<file path="config.mk">
export PLATFORM = sky130hd
export DESIGN_NAME = alu_share_arbiter_flat
export DESIGN_NICKNAME = d
export VERILOG_FILES = /design/src/rtl/alu_share_if.sv /design/src/rtl/alu_share_arbiter.sv /design/src/flat_wrapper.sv
export SDC_FILE = /design/constraint.sdc
export NUM_CORES = 1
export LEC_CHECK = 0
export ABC_AREA = 1
export ABC_CLOCK_PERIOD_IN_PS = 1300
export CORE_AREA = 2 2 90 179
export CTS_BUF_LIST = sky130_fd_sc_hd__clkbuf_4 sky130_fd_sc_hd__clkbuf_8
export DETAILED_ROUTE_END_ITERATION = 8
export DIE_AREA = 0 0 92 181
export HOLD_SLACK_MARGIN = 0.06
export MAX_ROUTING_LAYER = met4
export PLACE_DENSITY = 0.78
export SYNTH_ARGS = -nofsm -noshare
export SYNTH_HDL_FRONTEND = slang
export SYNTH_SLANG_ARGS = --single-unit
</file>
<file path="constraint.sdc">
create_clock -name clk_i -period 1.3 [get_ports clk_i]
set_input_delay 0.195 -clock clk_i [delete_from_list [all_inputs] [get_ports clk_i]]
set_output_delay 0.195 -clock clk_i [all_outputs]
set_load 0.005 [all_outputs]
</file>
<file path="src/rtl/alu_share_if.sv">
// Bundles the two requester ports, the shared-ALU drive/return path and Busy for alu_share_arbiter.
// The arbiter connects through the slave modport; requesters and the ALU model sit on the master side.
interface alu_share_if;
    localparam int unsigned DataW = 32;
    localparam int unsigned FunW  = 5;
    localparam int unsigned FlagW = 4;

    logic             req0_valid;
    logic             req0_ready;
    logic [FunW-1:0]  req0_fun_sel;
    logic [DataW-1:0] req0_a;
    logic [DataW-1:0] req0_b;
    logic             req0_wf;
    logic             req0_lock;

    logic             req1_valid;
    logic             req1_ready;
    logic [FunW-1:0]  req1_fun_sel;
    logic [DataW-1:0] req1_a;
    logic [DataW-1:0] req1_b;
    logic             req1_wf;
    logic             req1_lock;

    logic             rsp0_valid;
    logic             rsp1_valid;
    logic [DataW-1:0] rsp_data;
    logic [FlagW-1:0] rsp_flags;

    logic [DataW-1:0] alu_a;
    logic [DataW-1:0] alu_b;
    logic [FunW-1:0]  alu_fun_sel;
    logic             alu_wf;
    logic [DataW-1:0] alu_out;
    logic [FlagW-1:0] alu_flags;

    logic             busy;

    modport slave (
        input  req0_valid, req0_fun_sel, req0_a, req0_b, req0_wf, req0_lock,
        input  req1_valid, req1_fun_sel, req1_a, req1_b, req1_wf, req1_lock,
        output req0_ready, req1_ready,
        output rsp0_valid, rsp1_valid, rsp_data, rsp_flags,
        output alu_a, alu_b, alu_fun_sel, alu_wf,
        input  alu_out, alu_flags,
        output busy
    );

    modport master (
        output req0_valid, req0_fun_sel, req0_a, req0_b, req0_wf, req0_lock,
        output req1_valid, req1_fun_sel, req1_a, req1_b, req1_wf, req1_lock,
        input  req0_ready, req1_ready,
        input  rsp0_valid, rsp1_valid, rsp_data, rsp_flags,
        input  alu_a, alu_b, alu_fun_sel, alu_wf,
        output alu_out, alu_flags,
        input  busy
    );
endinterface

</file>
<file path="src/rtl/alu_share_arbiter.sv">
// Round-robin sequencer sharing one registered ALU between two requesters: accept, wait ALU_LATENCY, respond.
// Optional requester lock for multi-operation carry chains is enabled with `define ALU_SHARE_LOCK_EN.
module alu_share_arbiter #(
    parameter int unsigned ALU_LATENCY = 1,
    parameter int unsigned LOCK_MAX    = 8
) (
    input  logic       clk_i,
    input  logic       rst_ni,
    alu_share_if.slave bus
);
    localparam int unsigned DataW = 32;
    localparam int unsigned FunW  = 5;
    localparam int unsigned FlagW = 4;
    localparam int unsigned CntW  = 3;

    typedef enum logic [1:0] {
        ST_IDLE = 2'd0,
        ST_WAIT = 2'd1,
        ST_RESP = 2'd2
    } state_e;

    state_e           state_q,       state_d;
    logic             last_grant_q,  last_grant_d;
    logic             owner_q,       owner_d;
    logic [CntW-1:0]  cnt_q,         cnt_d;
    logic [DataW-1:0] alu_a_q,       alu_a_d;
    logic [DataW-1:0] alu_b_q,       alu_b_d;
    logic [FunW-1:0]  alu_fun_sel_q, alu_fun_sel_d;
    logic             alu_wf_q,      alu_wf_d;
    logic [DataW-1:0] rsp_data_q,    rsp_data_d;
    logic [FlagW-1:0] rsp_flags_q,   rsp_flags_d;
    logic             rsp0_valid_q,  rsp0_valid_d;
    logic             rsp1_valid_q,  rsp1_valid_d;
    logic             busy_q,        busy_d;

    logic elig0_c;
    logic elig1_c;
    logic ready0_c;
    logic ready1_c;
    logic accept_c;
    logic sel_c;

`ifdef ALU_SHARE_LOCK_EN
    localparam int unsigned LockCntW = (LOCK_MAX < 2) ? 1 : $clog2(LOCK_MAX + 1);

    logic                lock_q,       lock_d;
    logic                lock_owner_q, lock_owner_d;
    logic                op_lock_q,    op_lock_d;
    logic [LockCntW-1:0] lock_cnt_q,   lock_cnt_d;

    // A held lock masks the non-owner out of arbitration entirely.
    assign elig0_c = bus.req0_valid && (!lock_q || !lock_owner_q);
    assign elig1_c = bus.req1_valid && (!lock_q ||  lock_owner_q);
`else
    logic unused_lock_c;

    assign elig0_c       = bus.req0_valid;
    assign elig1_c       = bus.req1_valid;
    assign unused_lock_c = ^{bus.req0_lock, bus.req1_lock, 32'(LOCK_MAX)};
`endif

    // Ties go to the requester not granted last; ready is forced low while reset is asserted.
    assign ready0_c = rst_ni && (state_q == ST_IDLE) && elig0_c && (!elig1_c || last_grant_q);
    assign ready1_c = rst_ni && (state_q == ST_IDLE) && elig1_c && (!elig0_c || !last_grant_q);
    assign accept_c = ready0_c || ready1_c;
    assign sel_c    = ready1_c;

    // Next-state and datapath updates.
    always_comb begin
        state_d       = state_q;
        last_grant_d  = last_grant_q;
        owner_d       = owner_q;
        cnt_d         = cnt_q;
        alu_a_d       = alu_a_q;
        alu_b_d       = alu_b_q;
        alu_fun_sel_d = alu_fun_sel_q;
        alu_wf_d      = alu_wf_q;
        rsp_data_d    = rsp_data_q;
        rsp_flags_d   = rsp_flags_q;
        rsp0_valid_d  = 1'b0;
        rsp1_valid_d  = 1'b0;
`ifdef ALU_SHARE_LOCK_EN
        lock_d        = lock_q;
        lock_owner_d  = lock_owner_q;
        op_lock_d     = op_lock_q;
        lock_cnt_d    = lock_cnt_q;
`endif

        case (state_q)
            ST_IDLE: begin
                if (accept_c) begin
                    alu_a_d       = sel_c ? bus.req1_a       : bus.req0_a;
                    alu_b_d       = sel_c ? bus.req1_b       : bus.req0_b;
                    alu_fun_sel_d = sel_c ? bus.req1_fun_sel : bus.req0_fun_sel;
                    alu_wf_d      = sel_c ? bus.req1_wf      : bus.req0_wf;
                    owner_d       = sel_c;
                    last_grant_d  = sel_c;
                    cnt_d         = CntW'(ALU_LATENCY);
                    state_d       = ST_WAIT;
`ifdef ALU_SHARE_LOCK_EN
                    op_lock_d     = sel_c ? bus.req1_lock : bus.req0_lock;
                    if (op_lock_d) begin
                        lock_d       = 1'b1;
                        lock_owner_d = sel_c;
                    end
`endif
                end
            end

            ST_WAIT: begin
                if (cnt_q == CntW'(0)) begin
                    rsp_data_d   = bus.alu_out;
                    rsp_flags_d  = bus.alu_flags;
                    alu_wf_d     = 1'b0;
                    rsp0_valid_d = !owner_q;
                    rsp1_valid_d = owner_q;
                    state_d      = ST_RESP;
                end else begin
                    cnt_d = cnt_q - CntW'(1);
                end
            end

            ST_RESP: begin
                state_d = ST_IDLE;
`ifdef ALU_SHARE_LOCK_EN
                // Release on an unlocked completion by the owner, or when the locked run hits its limit.
                if (lock_q && (lock_owner_q == owner_q)) begin
                    if (!op_lock_q || ((32'(lock_cnt_q) + 32'd1) >= LOCK_MAX)) begin
                        lock_d     = 1'b0;
                        lock_cnt_d = '0;
                    end else begin
                        lock_cnt_d = lock_cnt_q + LockCntW'(1);
                    end
                end
`endif
            end

            default: state_d = ST_IDLE;
        endcase
    end

    // Busy reflects the state and lock being entered.
    always_comb begin
        busy_d = (state_d != ST_IDLE);
`ifdef ALU_SHARE_LOCK_EN
        busy_d = busy_d || lock_d;
`endif
    end

    always_ff @(posedge clk_i) begin
        if (!rst_ni) begin
            state_q       <= ST_IDLE;
            last_grant_q  <= 1'b1;
            owner_q       <= 1'b0;
            cnt_q         <= '0;
            alu_a_q       <= '0;
            alu_b_q       <= '0;
            alu_fun_sel_q <= '0;
            alu_wf_q      <= 1'b0;
            rsp_data_q    <= '0;
            rsp_flags_q   <= '0;
            rsp0_valid_q  <= 1'b0;
            rsp1_valid_q  <= 1'b0;
            busy_q        <= 1'b0;
`ifdef ALU_SHARE_LOCK_EN
            lock_q        <= 1'b0;
            lock_owner_q  <= 1'b0;
            op_lock_q     <= 1'b0;
            lock_cnt_q    <= '0;
`endif
        end else begin
            state_q       <= state_d;
            last_grant_q  <= last_grant_d;
            owner_q       <= owner_d;
            cnt_q         <= cnt_d;
            alu_a_q       <= alu_a_d;
            alu_b_q       <= alu_b_d;
            alu_fun_sel_q <= alu_fun_sel_d;
            alu_wf_q      <= alu_wf_d;
            rsp_data_q    <= rsp_data_d;
            rsp_flags_q   <= rsp_flags_d;
            rsp0_valid_q  <= rsp0_valid_d;
            rsp1_valid_q  <= rsp1_valid_d;
            busy_q        <= busy_d;
`ifdef ALU_SHARE_LOCK_EN
            lock_q        <= lock_d;
            lock_owner_q  <= lock_owner_d;
            op_lock_q     <= op_lock_d;
            lock_cnt_q    <= lock_cnt_d;
`endif
        end
    end

    assign bus.req0_ready  = ready0_c;
    assign bus.req1_ready  = ready1_c;
    assign bus.alu_a       = alu_a_q;
    assign bus.alu_b       = alu_b_q;
    assign bus.alu_fun_sel = alu_fun_sel_q;
    assign bus.alu_wf      = alu_wf_q;
    assign bus.rsp_data    = rsp_data_q;
    assign bus.rsp_flags   = rsp_flags_q;
    assign bus.rsp0_valid  = rsp0_valid_q;
    assign bus.rsp1_valid  = rsp1_valid_q;
    assign bus.busy        = busy_q;
endmodule

</file>
<file path="src/flat_wrapper.sv">
// flat-port wrapper written by rule: the top's interface ports become plain ports
module alu_share_arbiter_flat 
#(
    parameter int unsigned ALU_LATENCY = 1,
    parameter int unsigned LOCK_MAX    = 8
)
  (clk_i, rst_ni, bus_req0_valid, bus_req0_fun_sel, bus_req0_a, bus_req0_b, bus_req0_wf, bus_req0_lock, bus_req1_valid, bus_req1_fun_sel, bus_req1_a, bus_req1_b, bus_req1_wf, bus_req1_lock, bus_req0_ready, bus_req1_ready, bus_rsp0_valid, bus_rsp1_valid, bus_rsp_data, bus_rsp_flags, bus_alu_a, bus_alu_b, bus_alu_fun_sel, bus_alu_wf, bus_alu_out, bus_alu_flags, bus_busy);
  alu_share_if bus_i ();
  input  logic clk_i;
  input  logic rst_ni;
  input wire logic [$bits(bus_i.req0_valid)-1:0] bus_req0_valid;
  input wire logic [$bits(bus_i.req0_fun_sel)-1:0] bus_req0_fun_sel;
  input wire logic [$bits(bus_i.req0_a)-1:0] bus_req0_a;
  input wire logic [$bits(bus_i.req0_b)-1:0] bus_req0_b;
  input wire logic [$bits(bus_i.req0_wf)-1:0] bus_req0_wf;
  input wire logic [$bits(bus_i.req0_lock)-1:0] bus_req0_lock;
  input wire logic [$bits(bus_i.req1_valid)-1:0] bus_req1_valid;
  input wire logic [$bits(bus_i.req1_fun_sel)-1:0] bus_req1_fun_sel;
  input wire logic [$bits(bus_i.req1_a)-1:0] bus_req1_a;
  input wire logic [$bits(bus_i.req1_b)-1:0] bus_req1_b;
  input wire logic [$bits(bus_i.req1_wf)-1:0] bus_req1_wf;
  input wire logic [$bits(bus_i.req1_lock)-1:0] bus_req1_lock;
  output wire logic [$bits(bus_i.req0_ready)-1:0] bus_req0_ready;
  output wire logic [$bits(bus_i.req1_ready)-1:0] bus_req1_ready;
  output wire logic [$bits(bus_i.rsp0_valid)-1:0] bus_rsp0_valid;
  output wire logic [$bits(bus_i.rsp1_valid)-1:0] bus_rsp1_valid;
  output wire logic [$bits(bus_i.rsp_data)-1:0] bus_rsp_data;
  output wire logic [$bits(bus_i.rsp_flags)-1:0] bus_rsp_flags;
  output wire logic [$bits(bus_i.alu_a)-1:0] bus_alu_a;
  output wire logic [$bits(bus_i.alu_b)-1:0] bus_alu_b;
  output wire logic [$bits(bus_i.alu_fun_sel)-1:0] bus_alu_fun_sel;
  output wire logic [$bits(bus_i.alu_wf)-1:0] bus_alu_wf;
  input wire logic [$bits(bus_i.alu_out)-1:0] bus_alu_out;
  input wire logic [$bits(bus_i.alu_flags)-1:0] bus_alu_flags;
  output wire logic [$bits(bus_i.busy)-1:0] bus_busy;
  assign bus_i.req0_valid = bus_req0_valid;
  assign bus_i.req0_fun_sel = bus_req0_fun_sel;
  assign bus_i.req0_a = bus_req0_a;
  assign bus_i.req0_b = bus_req0_b;
  assign bus_i.req0_wf = bus_req0_wf;
  assign bus_i.req0_lock = bus_req0_lock;
  assign bus_i.req1_valid = bus_req1_valid;
  assign bus_i.req1_fun_sel = bus_req1_fun_sel;
  assign bus_i.req1_a = bus_req1_a;
  assign bus_i.req1_b = bus_req1_b;
  assign bus_i.req1_wf = bus_req1_wf;
  assign bus_i.req1_lock = bus_req1_lock;
  assign bus_req0_ready = bus_i.req0_ready;
  assign bus_req1_ready = bus_i.req1_ready;
  assign bus_rsp0_valid = bus_i.rsp0_valid;
  assign bus_rsp1_valid = bus_i.rsp1_valid;
  assign bus_rsp_data = bus_i.rsp_data;
  assign bus_rsp_flags = bus_i.rsp_flags;
  assign bus_alu_a = bus_i.alu_a;
  assign bus_alu_b = bus_i.alu_b;
  assign bus_alu_fun_sel = bus_i.alu_fun_sel;
  assign bus_alu_wf = bus_i.alu_wf;
  assign bus_i.alu_out = bus_alu_out;
  assign bus_i.alu_flags = bus_alu_flags;
  assign bus_busy = bus_i.busy;
  alu_share_arbiter #(.ALU_LATENCY(ALU_LATENCY), .LOCK_MAX(LOCK_MAX)) u_core (.clk_i(clk_i), .rst_ni(rst_ni), .bus(bus_i));
endmodule
</file>
**Word level (Yosys, flattened, before mapping)**

Index checks and enable logic that the tools add are counted.

- Word-level logic and storage cells: 52
- Bits in registers: 116
- Input bits: 182
- Output and inout port bits: 111

- $add $sub $neg: 1
- Reductions and logical operators: 21
- Multiplexer cells: 13
- Eq/ne operators: 4

Operators with widths:

| kind | number |
|---|---|
| $mux 32 | 2 |
| $reduce_and 3->1 | 3 |
| $mux 3 | 2 |
| $pmux 3 s2 | 1 |
| $logic_and 1x1->1 | 5 |
| $mux 5 | 1 |
| $logic_not 1->1 | 4 |
| $mux 2 | 2 |
| $ne 2x1->1 const B | 2 |
| $pmux 2 s2 | 1 |
| $reduce_and 2->1 | 2 |
| $reduce_bool 2->1 | 2 |
| $logic_not 3->1 | 1 |
| $logic_or 1x1->1 | 3 |
| $mux 1 | 3 |
| $sub 3x1->3 const B | 1 |
| $eq 2x1->1 const B | 1 |
| $logic_not 2->1 | 1 |
| $ne 2x2->1 const B | 1 |
| $pmux 1 s2 | 1 |

**Depth between registers and ports, before layout**

- Depth after elaboration: 8
- Mapped depth: 10
- Mapped depth without buffers: 9

**Least setup slack after synthesis**

No wires, ideal clock.

- Kind: reg2reg
- Start: reg u_core.cnt_q[0]
- End: reg u_core.rsp_data_q[10] (netlist: u_core.bus.rsp_data[10])
- Data required time: 1.184 ns
- Clock period less this slack: 1.387 ns
- Arrival time: 1.271 ns
- Slack: -0.087 ns
- Stages on the path, launching flop included: 10
- Setup time: 0.116 ns
- Buffers on the path: 1
- Cell sequence: dfxtp_1 > inv_1 > ha_1 > inv_1 > nor2_1 > nand2_1 > clkinv_1 > buf_2 > nor2_1 > nor2_1

- Cells in the longest elaborated chain, start to end: 2

Ends and longest elaborated chain:

| element | RTL line | source |
|---|---|---|
| from (decl) | alu_share_arbiter.sv:25 | `logic [CntW-1:0] cnt_q, cnt_d;` |
| from (signal assigned) | alu_share_arbiter.sv:175 | `cnt_q <= cnt_d;` |
| $logic_not 3->1 | alu_share_arbiter.sv:111 | `if (cnt_q == CntW'(0)) begin` |
| $reduce_and 2->1 (no line) | -- |  |
| to (signal assigned) | alu_share_arbiter.sv:180 | `rsp_data_q <= rsp_data_d;` |
| to (decl) | alu_share_arbiter.sv:30 | `logic [DataW-1:0] rsp_data_q, rsp_data_d;` |

No other way between the ends.
A chain may end at the register's enable or synchronous reset.

**Final worst setup path**

- Start: reg u_core.state_q[1]
- End: reg u_core.alu_a_q[1] (netlist: u_core.bus.alu_a[1])

- Cells in the longest elaborated chain, start to end: 6
- Elaborated cells on any way between the ends: 9
- Classes of those cells: 1 x mux; 8 x reduce/logical

Ends and longest elaborated chain:

| element | RTL line | source |
|---|---|---|
| from (decl) | alu_share_arbiter.sv:22 | `state_e state_q, state_d;` |
| from (signal assigned) | alu_share_arbiter.sv:172 | `state_q <= state_d;` |
| $logic_not 2->1 (*) | alu_share_arbiter.sv:63, alu_share_arbiter.sv:64, alu_share_arbiter.sv:89 |  |
| $logic_and 1x1->1 | alu_share_arbiter.sv:63, alu_share_arbiter.sv:64 |  |
| $logic_and 1x1->1, on equally long branches (2 in series) | alu_share_arbiter.sv:63, alu_share_arbiter.sv:64 |  |
| $logic_or 1x1->1 | alu_share_arbiter.sv:65 | `assign accept_c = ready0_c \|\| ready1_c;` |
| $reduce_and 2->1 (no line) | -- |  |
| to (signal assigned) | alu_share_arbiter.sv:176 | `alu_a_q <= alu_a_d;` |
| to (decl) | alu_share_arbiter.sv:26 | `logic [DataW-1:0] alu_a_q, alu_a_d;` |

Mark *: on every way between the ends. The rest lies on a longest branch, timed or not.

==> flow_metrics.env <==
export IMPL_outcome="complete, but fails checks"
export IMPL_violations="negative setup slack"
export IMPL_syn_inst=828
export IMPL_cts_clk_slew_worst_paths_ps=70
export IMPL_cts_htree_levels=4
export IMPL_hold_path_class="primary input to flip-flop"
export IMPL_die_w_um=92
export IMPL_cpMostUsedCell="nand2_2"
export IMPL_clock_skew_ps=11.9
export IMPL_p_per_area_mw_per_mm2=1020
export IMPL_finalCritPeriodShare=1.16
export IMPL_grt_pass1_vias=6027
export IMPL_cts_sinks=116
export IMPL_setup_viol=110
export IMPL_cts_root_buf="clkbuf_8"
export IMPL_synth_area_leaders="dfxtp_1 42%, nand3_1 12%, inv_1 10%"
export IMPL_worst_slew_pin_slew_ps=370
export IMPL_synthTopCellsByCount="154 x inv_1, 150 x nand2_1, 132 x nand3_1"
export IMPL_yosysSeqAreaShare=0.417
export IMPL_die_area_mm2=0.0167
export IMPL_syn_avg_cell_area_um2=6.73
export IMPL_cts_buffers_inserted=17
export IMPL_crit_slowest_cell="dfxtp_2"
export IMPL_cts_tree="built"
export IMPL_dp_cells=1300
export IMPL_grt_overflow=0
export IMPL_gp_congestion=0.907
export IMPL_place_port_buffers=290
export IMPL_final_cells=1368
export IMPL_io_pins=293
export IMPL_crit_fanout=7
export IMPL_maxCapViolations=0
export IMPL_synth_edff_count=0
export IMPL_synth_top_cell_area_share=0.417
export IMPL_synth_most_common_cell="inv_1"
export IMPL_final_hold_viol_count=0
export IMPL_gr_usage_met1=0.221
export IMPL_finalCriticalPeriod_ps=1500
export IMPL_async_reset_ff_frac=0
export IMPL_multi_input_area_mm2=0.00295
export IMPL_drt_pass1_iter_count=5
export IMPL_syn_to_final_growth_pct=88.2
export IMPL_antenna_found_initial=0
export IMPL_grt_max_degree=56
export IMPL_hpwl_mm=13.6
export IMPL_remaining_drc_errors=0
export IMPL_diodes=0
export IMPL_grtUsageMet3=0.0396
export IMPL_worstSkewPairLatency_ps=440
export IMPL_drt_iter0_drc=200
export IMPL_arrival_ps=1860
export IMPL_routed_wl_mm=22.2
export IMPL_vias_per_cell=4.84
export IMPL_yosysTopAreaCell="dfxtp_1"
export IMPL_die_h_um=181
export IMPL_grt_setup_unrepaired="true"
export IMPL_synth_ff_type="dfxtp_1"
export IMPL_fillers=1191
export IMPL_layout_drive_gt1_share=0.242
export IMPL_relSlewSlack=0.753
export IMPL_grt_first_pass_wirelength_mm=29.1
export IMPL_yosys_warnings=0
export IMPL_syn_area_mm2=0.00557
export IMPL_core_area_mm2=0.0152
export IMPL_fmax_mhz=665
export IMPL_p_leak_nw=5.06
export IMPL_synth_nets=1012
export IMPL_hold_ws_ps=369
export IMPL_nNetsFinal=1341
export IMPL_max_stage_delay_ps=330
export IMPL_seq_area_mm2=0.00236
export IMPL_num_vias=6617
export IMPL_startpoint_type="flip-flop"
export IMPL_ir_worst_vdd_mv=0.642
export IMPL_ys_ff_latch=116
export IMPL_crit_chain="inv_2 -> nand2_2 -> nor2_4 -> nand2_2 -> buf_6 -> buf_8 -> nand2_8 -> clkbuf_16 -> nand3_2 -> a21oi_1"
export IMPL_critPathCaptureType="flip-flop"
export IMPL_cts_buffer_depth=2
export IMPL_worstPathRequired_ps=1650
export IMPL_setup_ws_ps=-205
export IMPL_antenna_left=0
export IMPL_criticalPathCategory="flip-flop to flip-flop"
export IMPL_grt_usage=0.226
export IMPL_grt_busiest_layer="met2"
export IMPL_slew_violations=0
export IMPL_grt_use_met2=0.409
export IMPL_synth_distinct_cells=25
export IMPL_rows=64
export IMPL_wl_per_cell_um=16.3
export IMPL_start_util=0.366
layout by cell type, fill, tap and decap left out, types with 22 or more instances in the layout:
cell,netlist,routed
a21oi_1,61,45
a21oi_2,10,26
buf_4,0,22
clkdlybuf4s50_1,0,179
dfxtp_1,116,84
dfxtp_2,0,31
dlygate4sd2_1,0,107
inv_1,154,145
nand2_1,150,137
nand3_1,132,104
nand3_2,11,36
nor2_1,83,45
nor2_4,0,31
layer usage:
| metal | vias up | wire [um] |
|---|---|---|
| met5 | - | 0 |
| met4 | 0 | 1200 |
| met3 | 82 | 965 |
| met2 | 268 | 12500 |
| met1 | 3036 | 7540 |
| li1 | 3231 | - |
timing repair:
action / CTS / global route
cloned: 0 / 22
setup endpoints to repair: 222 / 120
buffers inserted: 4 / 12
pin swaps: 2 / 49
hold buffers: 0 / 0
resized for setup: 140 / 221
flip-flops by register name, indices dropped and copies added (netlist names), 2 cells and up:
| name | flops |
|---|---|
| u_core.bus.alu_a | 32 |
| u_core.bus.alu_b | 32 |
| u_core.bus.alu_fun_sel | 5 |
| u_core.bus.rsp_data | 32 |
| u_core.bus.rsp_flags | 4 |
| u_core.cnt_q | 3 |
| u_core.state_q | 2 |
final cells by class:
class                           instances  area share
Clock buffer                           18      0.0230
Multi-Input combinational cell        500       0.281
Clock inverter                         14      0.0155
Inverter                              156      0.0573
Timing Repair Buffer                  366       0.374
Sequential cell                       116       0.225
Tap cell                              198      0.0236
path summary, 6_finish.rpt:
kind	from	to	depth (start not counted)	slack, ps
max reg2reg	u_core.state_q[1]	u_core.bus.alu_a[1]	10	-200
min	bus_alu_out[1]	u_core.bus.rsp_data[1]	3	370
max	u_core.state_q[1]	u_core.bus.alu_a[1]	10	-200
min reg2reg	u_core.owner_q	u_core.bus.rsp0_valid	1	440
report_power, final:
part	internal (mW)	leakage, nW	switching (mW)	total [mW]
Combinational	1.76	3.90	1.42	3.18
Clock	1.90	0.198	1.57	3.47
Sequential	3.89	0.963	0.205	4.09
Total	7.55	5.06	3.20	10.7
kinds of logic (layout without fill, tap and decap cells):
| kind of cell | count (synthesis) | after routing | synth area share |
|---|---|---|---|
| XOR/XNOR | 1 | 1 | 0.00157 |
| AND/OR/NAND/NOR | 385 | 386 | 0.306 |
| AO/OA/AOI/OAI | 111 | 111 | 0.108 |
| adder cells (fa/ha/maj) | 2 | 2 | 0.00449 |
| buffers and inverters | 213 | 554 | 0.164 |
| flip-flops | 116 | 116 | 0.417 |
worst max-delay path: cells and delay by family, from the launching register on:
kind | cells | cell delay (ps)
compound gates | 1 | 160
buf+inv | 4 | 500
flops | 1 | 330
simple gates | 5 | 430
through the flow:
step / setup WS, ps / setup TNS, ps / total power, mW / util / instance area (um2)
after global placement: -508 / -38030 / 6.64 / 0.584 / 8880
after floorplan: 1.36 / 0 / 5.16 / - / 5580
after detailed placement: -546 / -40670 / 6.69 / 0.584 / 8880
final: -205 / -11440 / 10.7 / 0.689 / 10500
after CTS: -273 / -20640 / 9.97 / 0.605 / 9210
after global routing: -286 / -20160 / 11.3 / 0.689 / 10500
No activity file was read; power rests on OpenSTA's default activity.
==> variant 1 (same settings) <==
`rsp_data_q` no longer has a reset.
--- a/src/rtl/alu_share_arbiter.sv
+++ b/src/rtl/alu_share_arbiter.sv
@@ -157,7 +157,6 @@
             alu_b_q       <= '0;
             alu_fun_sel_q <= '0;
             alu_wf_q      <= 1'b0;
-            rsp_data_q    <= '0;
             rsp_flags_q   <= '0;
             rsp0_valid_q  <= 1'b0;
             rsp1_valid_q  <= 1'b0;
@@ -177,7 +176,6 @@
             alu_b_q       <= alu_b_d;
             alu_fun_sel_q <= alu_fun_sel_d;
             alu_wf_q      <= alu_wf_d;
-            rsp_data_q    <= rsp_data_d;
             rsp_flags_q   <= rsp_flags_d;
             rsp0_valid_q  <= rsp0_valid_d;
             rsp1_valid_q  <= rsp1_valid_d;
@@ -189,6 +187,10 @@
             lock_cnt_q    <= lock_cnt_d;
 `endif
         end
+    end
+
+    always_ff @(posedge clk_i) begin
+        rsp_data_q <= rsp_data_d;
     end
 
     assign bus.req0_ready  = ready0_c;
Check against the original RTL: differs if rst_ni is asserted again (counterexample within 4 cycles, from zero or initial values and one cycle with rst_ni low); with rst_ni held inactive, the same outputs for 10 cycles.
==> variant 1 against the original RTL <==
  * The flow still finishes with violations (setup timing)
  * Sequential cell count unchanged
  * Via count down 16%
  * Area after synthesis down 13%
  * First-iteration DRC count up 12%
  * Die area unchanged
  * Fmax down 2.0%
  * Power down 0.38%
  * Final area down 6.7%
  * Setup slack worse by 0.030 ns
  * Routed wire length down 3.6%
  * Critical path depth unchanged
  * Combinational power about the same
  * Critical endpoint is now u_core.bus.alu_b[24]$_SDFFE_PN0P_
  * Largest power group unchanged
==> variant 1: results (changes against the original RTL) <==
stage	metric	value	unit	change
run_status	status	finished, violations left		unchanged
run_status	failing checks	setup timing		unchanged
timing	worst setup margin	-0.235	ns	was -0.205 ns
grt	GRT Overall Usage	23.3	%	was 22.6%
place	post-DP HPWL	12500	µm	was 13600 µm
power	Pleak	4.38	nW	was 5.06 nW
timing	Worst Max-Slew Pin Slew	0.395	ns	was 0.370 ns
clock_tree	Clock Latency Late Sink	0.41	ns	was 0.44 ns
drt	vias per cell	4.67		was 4.84
final_layout	share of cells above drive strength 1	24.6	%	was 24.2%
timing	final setup vio count	115		was 110
place	gpl congestion	0.885		was 0.907
place	Placed Cells incl. Taps	1113		was 1300
logic_synthesis	commonest cells in the netlist	nand2_1 (357), dfxtp_1 (84), a21oi_1 (72)		was inv_1 (154), nand2_1 (150), nand3_1 (132)
timing	Worst Clk Skew	0.0125	ns	was 0.0119 ns
setup_path	critical path peak fanout	8		was 7
logic_synthesis	Synth area leaders	dfxtp_1 (35%), nand2_1 (28%), edfxtp_1 (20%)		was dfxtp_1 (42%), nand3_1 (12%), inv_1 (10%)
logic_synthesis	Post-synth EDFFs	32		was 0
timing	setup TNS	-17.10	ns	was -11.44 ns
setup_path	CP Launch Point	rst_ni		was u_core.state_q[1]$_SDFF_PN0_
drt	Total Wirelength	21400	µm	was 22200 µm
place	Post-Place Cell Area	8110	µm²	was 8880 µm²
setup_path	critical path capture point	u_core.bus.alu_b[24]$_SDFFE_PN0P_		was u_core.bus.alu_a[1]$_SDFFE_PN0P_
drt	drt first-iter violations	223		was 200
grt	first-pass GRT wire length	28500	µm	was 29100 µm
power	cell area power density	1090	nW/µm²	was 1020 nW/µm²
logic_synthesis	Synthesized Nets	823		was 1012
place	Setup WS pre-CTS	-0.646	ns	was -0.546 ns
## variant 1: cell count changes after synthesis, moves of 10 or more
cell	change
o21ai_0	-28
inv_1	-142
buf_2	-11
dfxtp_1	-32
nor2_1	-70
a21oi_2	-10
nand3_1	-127
nand2_1	+207
buf_4	+10
edfxtp_1	+32
a21oi_1	+11
nand3_2	-10
## variant 1: timing repair
item / CTS / global route
endpoints found under the hold margin: 0 / 0
endpoints found under the setup margin: 221 / 127
cloned: 13 / 18
buffers inserted: 18 / 4
resized for setup: 210 / 132
pin swaps: 14 / 23
## variant 1: worst min path at each step
| stage | start | endpoint | slack, ns | cells after the start |
|---|---|---|---|---|
| floorplan | bus_alu_out[0] | u_core.bus.rsp_data[0]$_DFFE_PP_ | 0.29 | 0 |
| finish | bus_alu_out[16] | u_core.bus.rsp_data[16]$_DFFE_PP_ | 0.33 | 1 |
| global placement | u_core.owner_q$_SDFFE_PN0P_ | u_core.bus.rsp0_valid$_SDFF_PN0_ | 0.41 | 1 |
| detailed placement | u_core.owner_q$_SDFFE_PN0P_ | u_core.bus.rsp0_valid$_SDFF_PN0_ | 0.41 | 1 |
| CTS | bus_alu_out[16] | u_core.bus.rsp_data[16]$_DFFE_PP_ | 0.31 | 1 |
| global route | bus_alu_out[16] | u_core.bus.rsp_data[16]$_DFFE_PP_ | 0.30 | 1 |
## variant 1: cell type report
type / instances / area (µm²)
clock buffer: 18 / 241
multi-input combinational: 470 / 2390
clock inverter: 14 / 154
inverter: 15 / 86.3
timing repair buffer: 358 / 3970
fill: 1265 / 5430
timing repair inverter: 2 / 22.5
tap: 198 / 248
sequential: 116 / 2670
## variant 1: worst max-delay path, cell delays in order
cell	delay, ns
clkdlybuf4s50_1	0.60
nand2_2	0.10
nor2_4	0.14
buf_6	0.13
nand2_8	0.09
nand2_8	0.16
clkinv_16	0.09
clkbuf_16	0.18
nand2_1	0.06
a21oi_1	0.06
## variant 1: layer usage
metal | track usage (%) | vias to the layer above | wire [µm]
li1 | - | 2710 | -
met1 | 23.5 | 2586 | 7470
met2 | 42.6 | 215 | 12000
met3 | 4.17 | 52 | 921
met4 | 10.8 | 0 | 1060
met5 | - | - | 0
## variant 1: kinds of logic after synthesis
logic type	after synthesis	share of synthesized area, %
and+or+nand+nor	383	30.4
DFF	116	54.5
AOI/OAI and AO/OA	84	8.82
buffers and inverters	54	5.75
adders and majority gates	2	0.516
## variant 1: power by group
group,internal [mW],switching [mW],total (mW)
Clock,1.75,1.58,3.33
Sequential,4.04,0.163,4.20
Combinational,1.74,1.42,3.17
Total,7.53,3.17,10.7
==> variant 2 (config.mk and constraints unchanged) <==
Without the edit above. Change the localparam `CntW` from 3 to 6.
--- a/src/rtl/alu_share_arbiter.sv
+++ b/src/rtl/alu_share_arbiter.sv
@@ -11,7 +11,7 @@
     localparam int unsigned DataW = 32;
     localparam int unsigned FunW  = 5;
     localparam int unsigned FlagW = 4;
-    localparam int unsigned CntW  = 3;
+    localparam int unsigned CntW  = 6;
 
     typedef enum logic [1:0] {
         ST_IDLE = 2'd0,
Function: same outputs for any inputs over 10 cycles, from zero or initial values and one cycle with rst_ni low; that may be too few to reach the edited logic, so the function may still have changed.
==> variant 2 against the original RTL <==
  * The flow still finishes with violations (setup timing)
  * Setup slack got worse by 0.056 ns
  * Global-route usage grew 0.72 points
  * Sequential power grew 6.4%
  * Synthesized cell count down 4.8%
  * Power rose by 5.0%
  * Combinational power increased by 11%
  * Sequential cell count up 3
  * Routed wire length shrank 8.8%
  * Area after synthesis decreased by 7.5%
  * Non-clock buffer count is 9 lower
  * Final area shrank 9.4%
  * Fmax decreased by 3.6%
  * Largest power group unchanged
==> variant 2: results (changes against the original RTL) <==
stage	metric	value	unit	change
timing	Worst Clk Skew	0.0183	ns	was 0.0119 ns
timing	setup TNS	-12.67	ns	was -11.44 ns
logic_synthesis	post-synthesis compound-gate area fraction	10.9	%	was 10.8%
place	post-DP HPWL	13600	µm	about the same
grt	vias in the first global route	6040		was 6027
drt	Vias	6168		was 6617
timing	final setup vio count	81		was 110
timing	worst setup margin	-0.260	ns	was -0.205 ns
place	gpl congestion	0.899		was 0.907
grt	first-pass GRT wire length	29800	µm	was 29100 µm
run_status	failing checks	setup timing		unchanged
worst_hold_path	Hold Path Sink	u_core.bus.rsp_data[18]$_SDFFE_PN0P_		was u_core.bus.rsp_data[1]$_SDFFE_PN0P_
final_layout	Non-Filler Instances	1325		was 1368
logic_synthesis	Seq/Total Area, Yosys	46.2	%	was 41.7%
logic_synthesis	Synth cell types	26		was 25
power	Clock Power Share	30.1	%	was 32.3%
setup_path	R2R depth	9		was 10
place	Placed Cells incl. Taps	1270		was 1300
final_layout	inverter count	20		was 156
logic_synthesis	Synth area leaders	dfxtp_1 (46%), nand2_1 (17%), nor2_1 (17%)		was dfxtp_1 (42%), nand3_1 (12%), inv_1 (10%)
power	peak supply drop	0.760	mV	was 0.642 mV
final_layout	multi-input combinational area share	28.3	%	was 28.1%
drt	drt first pass iters	4		was 5
power	cell area power density	1190	nW/µm²	was 1020 nW/µm²
grt	met3 Usage GRT	4.92	%	was 3.96%
final_layout	number of clock buffers in the layout	19		was 18
drt	wl on met1	7230	µm	was 7540 µm
timing	max-slew headroom at the worst pin	78.3	%	was 75.3%
drt	wire length on met2	11200	µm	was 12500 µm
timing	Fin Hold WS	0.370	ns	was 0.369 ns
final_layout	Fillers	1397		was 1191
power	Pleak	4.57	nW	was 5.06 nW
setup_path	arrival time of the worst setup path	1.89	ns	was 1.86 ns
place	Setup WS pre-CTS	-0.457	ns	was -0.546 ns
logic_synthesis	cell with the most instances after synthesis	nand2_1		was inv_1
final_layout	share of cells above drive strength 1	15.9	%	was 24.2%
logic_synthesis	commonest cells in the netlist	nand2_1 (236), nor2_1 (228), dfxtp_1 (119)		was inv_1 (154), nand2_1 (150), nand3_1 (132)
final_layout	Seq cells	119		was 116
logic_synthesis	Syn Inst Count	788		was 828
setup_path	critical path peak fanout	7		unchanged
drt	metal3 WL	1030	µm	was 965 µm
grt	met1 Usage GRT	23.4	%	was 22.1%
final_layout	Multi-In Gates	600		was 500
grt	GRT Overall Usage	23.3	%	was 22.6%
drt	drt first-iter violations	248		was 200
logic_synthesis	Synth Area in Adders	0.243	%	was 0.449%
grt	met2 usage	42.3	%	was 40.9%
final_layout	Clock buf/inv share	4.09	%	was 3.85%
logic_synthesis	Post-Synth XOR/XNOR Area	0.170	%	was 0.157%
run_status	status	finished, violations left		unchanged
setup_path	critical path capture point	u_core.bus.alu_b[19]$_SDFFE_PN0P_		was u_core.bus.alu_a[1]$_SDFFE_PN0P_
setup_path	CP Launch Point	u_core.state_q[0]$_SDFF_PN0_		was u_core.state_q[1]$_SDFF_PN0_
final_layout	Buffers, non-clock	357		was 366
==> variant 2: cell types whose count changed after synthesis, sizes merged, moves of 7 or more <==
cell	before	now
nor2	84	231
o21ai	37	106
nand2	153	238
clkbuf	16	23
nand3	143	13
a21oi	71	3
buf	41	26
inv	155	20
==> variant 2: logic make-up after synthesis <==
kind of cell             count (synthesis)
AND/OR/NAND/NOR                        487
flip-flops                             119
AO/OA/AOI/OAI                          111
buffers and inverters                   69
XOR/XNOR                                 1
adder cells (fa/ha/maj)                  1
==> variant 2: timing repair <==
action                                  CTS  global route
buffers inserted                          7             4
gates cloned                              4            10
gates resized for setup                 188           102
endpoints found under the setup margin  225           124
pin swaps                                17            25
==> variant 2: worst max-delay path, delay by kind of cell (launching register included) <==
kind	cells	cell delay, ns
buffers and inverters	3	0.52
DFF	1	0.33
and+or+nand+nor	6	0.62
